### src/rtl/frame_builder.sv
// Byte framer: preamble, sync word, length, payload and CRC-8 into one
// output register that honours downstream ready as backpressure.
module frame_builder #(
  parameter int unsigned PREAMBLE_LEN  = 4,
  parameter logic [7:0]  PREAMBLE_BYTE = 8'h55,
  parameter logic [15:0] SYNC_WORD     = 16'hD391
) (
  input  logic       i_clk,
  input  logic       i_reset,
  input  logic       i_start,
  input  logic [7:0] i_len,
  input  logic [7:0] i_data,
  input  logic       i_valid,
  output logic       o_ready,
  output logic [7:0] o_data,
  output logic       o_valid,
  input  logic       i_ready,
  output logic       o_busy,
  output logic       o_done,
  output logic       o_error
);

  localparam logic [2:0] S_IDLE     = 3'd0;
  localparam logic [2:0] S_PREAMBLE = 3'd1;
  localparam logic [2:0] S_SYNC_HI  = 3'd2;
  localparam logic [2:0] S_SYNC_LO  = 3'd3;
  localparam logic [2:0] S_LEN      = 3'd4;
  localparam logic [2:0] S_PAYLOAD  = 3'd5;
  localparam logic [2:0] S_CRC      = 3'd6;

  localparam logic [3:0] PRE_LAST = 4'(PREAMBLE_LEN - 1);

  logic [2:0] state_q, state_d;
  logic [3:0] pre_cnt_q, pre_cnt_d;
  logic [7:0] len_q, len_d;
  logic [7:0] rem_q, rem_d;
  logic [7:0] crc_q, crc_d;
  logic [7:0] data_q, data_d;
  logic       valid_q, valid_d;
  logic       busy_q, busy_d;
  logic       done_q, done_d;
  logic       error_q, error_d;
  logic       crc_sent_q, crc_sent_d;
  logic       slot_free;

  function automatic logic [7:0] crc8(
    input logic [7:0] c,
    input logic [7:0] d
  );
    logic [7:0] r;
    r = c ^ d;
    for (int i = 0; i < 8; i++) begin
      r = r[7] ? ((r << 1) ^ 8'h07) : (r << 1);
    end
    return r;
  endfunction

  assign slot_free = !valid_q || i_ready;
  assign o_ready   = (state_q == S_PAYLOAD) && slot_free;
  assign o_data    = data_q;
  assign o_valid   = valid_q;
  assign o_busy    = busy_q;
  assign o_done    = done_q;
  assign o_error   = error_q;

  always_comb begin
    state_d    = state_q;
    pre_cnt_d  = pre_cnt_q;
    len_d      = len_q;
    rem_d      = rem_q;
    crc_d      = crc_q;
    data_d     = data_q;
    valid_d    = valid_q;
    busy_d     = busy_q;
    crc_sent_d = crc_sent_q;
    done_d     = 1'b0;
    error_d    = 1'b0;
    case (state_q)
      S_IDLE: begin
        // First preamble byte loads with the start so it shows next cycle
        if (i_start) begin
          if (i_len != 8'd0) begin
            data_d    = PREAMBLE_BYTE;
            valid_d   = 1'b1;
            pre_cnt_d = 4'd1;
            len_d     = i_len;
            crc_d     = 8'h00;
            busy_d    = 1'b1;
            state_d   = (PREAMBLE_LEN == 1) ? S_SYNC_HI : S_PREAMBLE;
          end else begin
            error_d = 1'b1;
          end
        end
      end
      S_PREAMBLE: begin
        if (slot_free) begin
          data_d    = PREAMBLE_BYTE;
          valid_d   = 1'b1;
          pre_cnt_d = pre_cnt_q + 4'd1;
          if (pre_cnt_q == PRE_LAST) state_d = S_SYNC_HI;
        end
      end
      S_SYNC_HI: begin
        if (slot_free) begin
          data_d  = SYNC_WORD[15:8];
          valid_d = 1'b1;
          state_d = S_SYNC_LO;
        end
      end
      S_SYNC_LO: begin
        if (slot_free) begin
          data_d  = SYNC_WORD[7:0];
          valid_d = 1'b1;
          state_d = S_LEN;
        end
      end
      S_LEN: begin
        if (slot_free) begin
          data_d  = len_q;
          valid_d = 1'b1;
          crc_d   = crc8(crc_q, len_q);
          rem_d   = len_q;
          state_d = S_PAYLOAD;
        end
      end
      S_PAYLOAD: begin
        if (slot_free) begin
          if (i_valid) begin
            data_d  = i_data;
            valid_d = 1'b1;
            crc_d   = crc8(crc_q, i_data);
            rem_d   = rem_q - 8'd1;
            if (rem_q == 8'd1) state_d = S_CRC;
          end else begin
            valid_d = 1'b0;
          end
        end
      end
      S_CRC: begin
        // Load the checksum once, then wait for it to leave
        if (!crc_sent_q) begin
          if (slot_free) begin
            data_d     = crc_q;
            valid_d    = 1'b1;
            crc_sent_d = 1'b1;
          end
        end else if (i_ready) begin
          valid_d    = 1'b0;
          crc_sent_d = 1'b0;
          done_d     = 1'b1;
          busy_d     = 1'b0;
          state_d    = S_IDLE;
        end
      end
      default: begin
        state_d    = S_IDLE;
        valid_d    = 1'b0;
        busy_d     = 1'b0;
        crc_sent_d = 1'b0;
      end
    endcase
  end

  always_ff @(posedge i_clk) begin
    if (!i_reset) begin
      state_q    <= S_IDLE;
      pre_cnt_q  <= 4'd0;
      len_q      <= 8'h00;
      rem_q      <= 8'h00;
      crc_q      <= 8'h00;
      data_q     <= 8'h00;
      valid_q    <= 1'b0;
      busy_q     <= 1'b0;
      done_q     <= 1'b0;
      error_q    <= 1'b0;
      crc_sent_q <= 1'b0;
    end else begin
      state_q    <= state_d;
      pre_cnt_q  <= pre_cnt_d;
      len_q      <= len_d;
      rem_q      <= rem_d;
      crc_q      <= crc_d;
      data_q     <= data_d;
      valid_q    <= valid_d;
      busy_q     <= busy_d;
      done_q     <= done_d;
      error_q    <= error_d;
      crc_sent_q <= crc_sent_d;
    end
  end

endmodule

### config.mk
export PLATFORM = sky130hd
export DESIGN_NAME = frame_builder
export DESIGN_NICKNAME = d
export VERILOG_FILES = /design/src/rtl/frame_builder.sv
export SDC_FILE = /design/constraint.sdc
export NUM_CORES = 1
export LEC_CHECK = 0
export BUFFER_PORTS_ARGS = -buffer_cell sky130_fd_sc_hd__buf_2
export CELL_PAD_IN_SITES_DETAIL_PLACEMENT = 0
export CELL_PAD_IN_SITES_GLOBAL_PLACEMENT = 1
export CORE_AREA = 2 2 84 86
export DETAILED_ROUTE_END_ITERATION = 6
export DIE_AREA = 0 0 86 88
export HOLD_SLACK_MARGIN = 0.06
export PLACE_DENSITY_LB_ADDON = 0.1
export SYNTH_ARGS = -nofsm -noshare
export SYNTH_HDL_FRONTEND = slang
export SYNTH_SLANG_ARGS = --single-unit
### constraint.sdc
create_clock -name i_clk -period 1.9 [get_ports i_clk]
set_clock_uncertainty 0.1 [all_clocks]
set_input_delay 0.19 -clock i_clk [delete_from_list [all_inputs] [get_ports i_clk]]
set_output_delay 0.19 -clock i_clk [all_outputs]
set_load 0.05 [all_outputs]
==> results.json <==
{
  "yosys-top-cells-area": "dfxtp_1 (31%), xnor2_1 (9.9%), a21oi_1 (5.5%)",
  "ys_seq_elements": 44,
  "peakVddDrop_v": 0.000509,
  "wl_per_cell_um": 16.7,
  "grt_antenna_before_repair": 0,
  "avgSynthCellArea_um2": 8.62,
  "drv_slew": 0,
  "root_buffer": "clkbuf_8",
  "fill_cells": 656,
  "grt_pass1_vias": 2563,
  "syn_area_mm2": 0.00282,
  "core_area_mm2": 0.00664,
  "gp_congestion": 0.876,
  "ys_types": 59,
  "drtIter0Drc": 135,
  "finalHoldViolCount": 0,
  "finalSetupTns_ps": 0,
  "setup_viol": 0,
  "htreeDepth": 2,
  "ios": 34,
  "status": "finished, final reports clean",
  "grt_max_degree": 19,
  "cts_buffer_depth": 2,
  "path_max_fanout": 13,
  "start_kind": "flip-flop",
  "syn_inst": 327,
  "holdPathStages": 3,
  "rsz0062_at_grt": "no",
  "drt_first_pass_iters": 4,
  "antenna_cells": 0,
  "critPathCaptureType": "flip-flop",
  "area_growth_pct": 28.1,
  "clk_pin_slew_ps": 90,
  "start_util": 0.424,
  "vias": 2659,
  "r2r_end": "state_q[1]",
  "synth_top_area_frac": 0.313,
  "clk_latency_ps": 310,
  "synth_edf_count": 0,
  "finalWirelength_um": 8110,
  "layout-drive-gt1-share": 0.284,
  "die_area_mm2": 0.00757,
  "cts_sinks": 44,
  "min_to": "len_q[1]",
  "r2r_start": "state_q[0]",
  "grt_usage": 0.227,
  "synth-main-ff-cell": "dfxtp_1",
  "final-seq-area_um2": 887,
  "gr-total-overflow": 0,
  "nets": 428,
  "yosysTopAreaCell": "dfxtp_1",
  "grt_first_pass_wirelength_um": 13200,
  "required_ps": 2010,
  "synth-seq-area-share": 0.313,
  "io_buffers": 33,
  "finalCritPeriodShare": 0.952,
  "yosys_warnings": 0,
  "reg2reg_depth": 4,
  "cellPowerDensity_mw_per_mm2": 1610,
  "tightest_slew_ps": 535,
  "r2r_slack_ps": 90,
  "drv_cap": 0,
  "vias_per_cell": 5.48,
  "p_leak_nw": 1.45,
  "cp.arrival_ps": 1910,
  "die_h_um": 88,
  "syn-num-nets": 351,
  "async_reset_ff_frac": 0,
  "slew_headroom": 0.640,
  "drc": 0,
  "criticalPathCategory": "reg -> reg",
  "hold_class": "in -> reg",
  "power_mw": 5.79,
  "cts_tree": "yes",
  "multiInputGateArea_mm2": 0.00186,
  "min_from": "i_len[1]",
  "die_w_um": 86,
  "hpwl_um": 6330,
  "cts-buffers-inserted": 5,
  "timing.fmax_mhz": 553,
  "rows": 30,
  "fin_crit_ps": 1810,
  "ant_nets": 0
}
-- cell usage after synthesis (2+ instances only) --
cell type   n
a21oi_2     2
nor2_2      2
xor2_1     12
nor3_1      5
nand2_1    15
xnor2_1    32
inv_1       8
clkbuf_1    7
or4_4       2
a31oi_1     4
nand4_1     4
mux2_2      2
buf_2       7
buf_6       2
o22ai_1     7
dfxtp_1    44
nor3_4      2
nor2_1     29
ha_1        3
a22oi_1     8
nand3_1     8
and3_1      3
a311oi_1    4
xor3_1      2
nor2b_1     5
a211oi_1    9
nand2b_1    5
a21oi_1    31
o21ai_0    21
o21ai_1     2
mux2i_1    12
-- through the flow --
step / worst slack [ps] / utilization / std cells / instance area (µm²) / hold slack [ps]
2_1_floorplan: 21.6 / - / 327 / 2820 / 209
3_5_place_dp: -9.61 / 0.502 / 467 / 3330 / 352
5_1_grt: 1.50 / 0.543 / 485 / 3610 / 85.6
4_1_cts: 4.04 / 0.532 / 483 / 3540 / 66.1
6_report: 91.7 / 0.543 / 485 / 3610 / 76.1
3_3_place_gp: -32.9 / 0.502 / 467 / 3330 / 345
-- metal layers --
metal  up-vias  wire (µm)  track usage  share of wire
met4         0         52       0.0476         0.0064
met1      1263       3910        0.312           0.48
met2        44       3830        0.371           0.47
li1       1346          -            -              -
met5         -          0            0              0
met3         6        322       0.0434          0.040
-- power breakdown --
group | switching (mW) | internal (mW)
logic | 1.75 | 1.81
registers | 0.300 | 1.15
clock network | 0.350 | 0.430
total | 2.40 | 3.39
-- worst max path at each step --
stage,start,end,slack [ps],depth (start not counted)
finish,state_q[0],state_q[1],90,4
floorplan,o_valid,o_data[0],20,4
global placement,state_q[1],crc_q[5],-30,7
CTS,state_q[1],o_ready,4,4
detailed placement,state_q[1],crc_q[5],-10,7
global route,state_q[1],len_q[1],1,7
-- timing repair --
item,4_1_cts,5_1_grt
hold endpoints to repair,7,0
pin swaps,1,3
setup buffers,1,2
hold buffers,7,0
resized for setup,2,8
cloned,0,0
endpoints found under the setup margin,10,31
-- registers in the layout, indices dropped and copies added, names as in the netlist --
signal,count
crc_sent_q,1
o_busy,1
pre_cnt_q,4
rem_q,8
o_valid,1
o_done,1
state_q,3
o_data,8
crc_q,8
o_error,1
len_q,8
-- placed cells by master (no fill, tap or decap), types with 3 or more instances in the layout --
cell type,instances
o22ai_1,7
xnor2_1,31
a21oi_1,31
inv_1,8
a211oi_1,9
ha_1,3
nand2_1,15
nor2b_1,5
a31oi_1,4
buf_2,33
dlygate4sd3_1,7
o21ai_0,21
and3_1,3
clkbuf_8,6
nand3_1,7
nand4_1,4
nor2_1,29
buf_4,45
a311oi_1,4
dfxtp_1,41
nand2b_1,5
nor3_1,5
xor2_1,12
a22oi_1,8
mux2i_1,12
-- cell type report --
type / count / share of cell area
clock buffer: 6 / 0.0229
inverter: 8 / 0.00832
multi-input combinational: 258 / 0.515
tap: 80 / 0.0277
sequential: 44 / 0.246
clock inverter: 2 / 0.0107
timing repair buffer: 87 / 0.170
-- cell families after synthesis --
kind of cell | Yosys count | share of synthesized area
adders and majority gates | 3 | 0.0133
buffers and inverters | 25 | 0.0431
muxes | 14 | 0.0506
DFF | 44 | 0.313
xor gates and xnor gates | 47 | 0.159
and+or+nand+nor | 91 | 0.177
AOI/OAI and AO/OA | 103 | 0.244
-- critical path: stages, from the launching register on --
cell and delay [ps]:
dfxtp_2 410, or3_4 450, a311oi_2 410, a31oi_1 140, a41o_1 210
No activity file was read; power rests on OpenSTA's default activity.
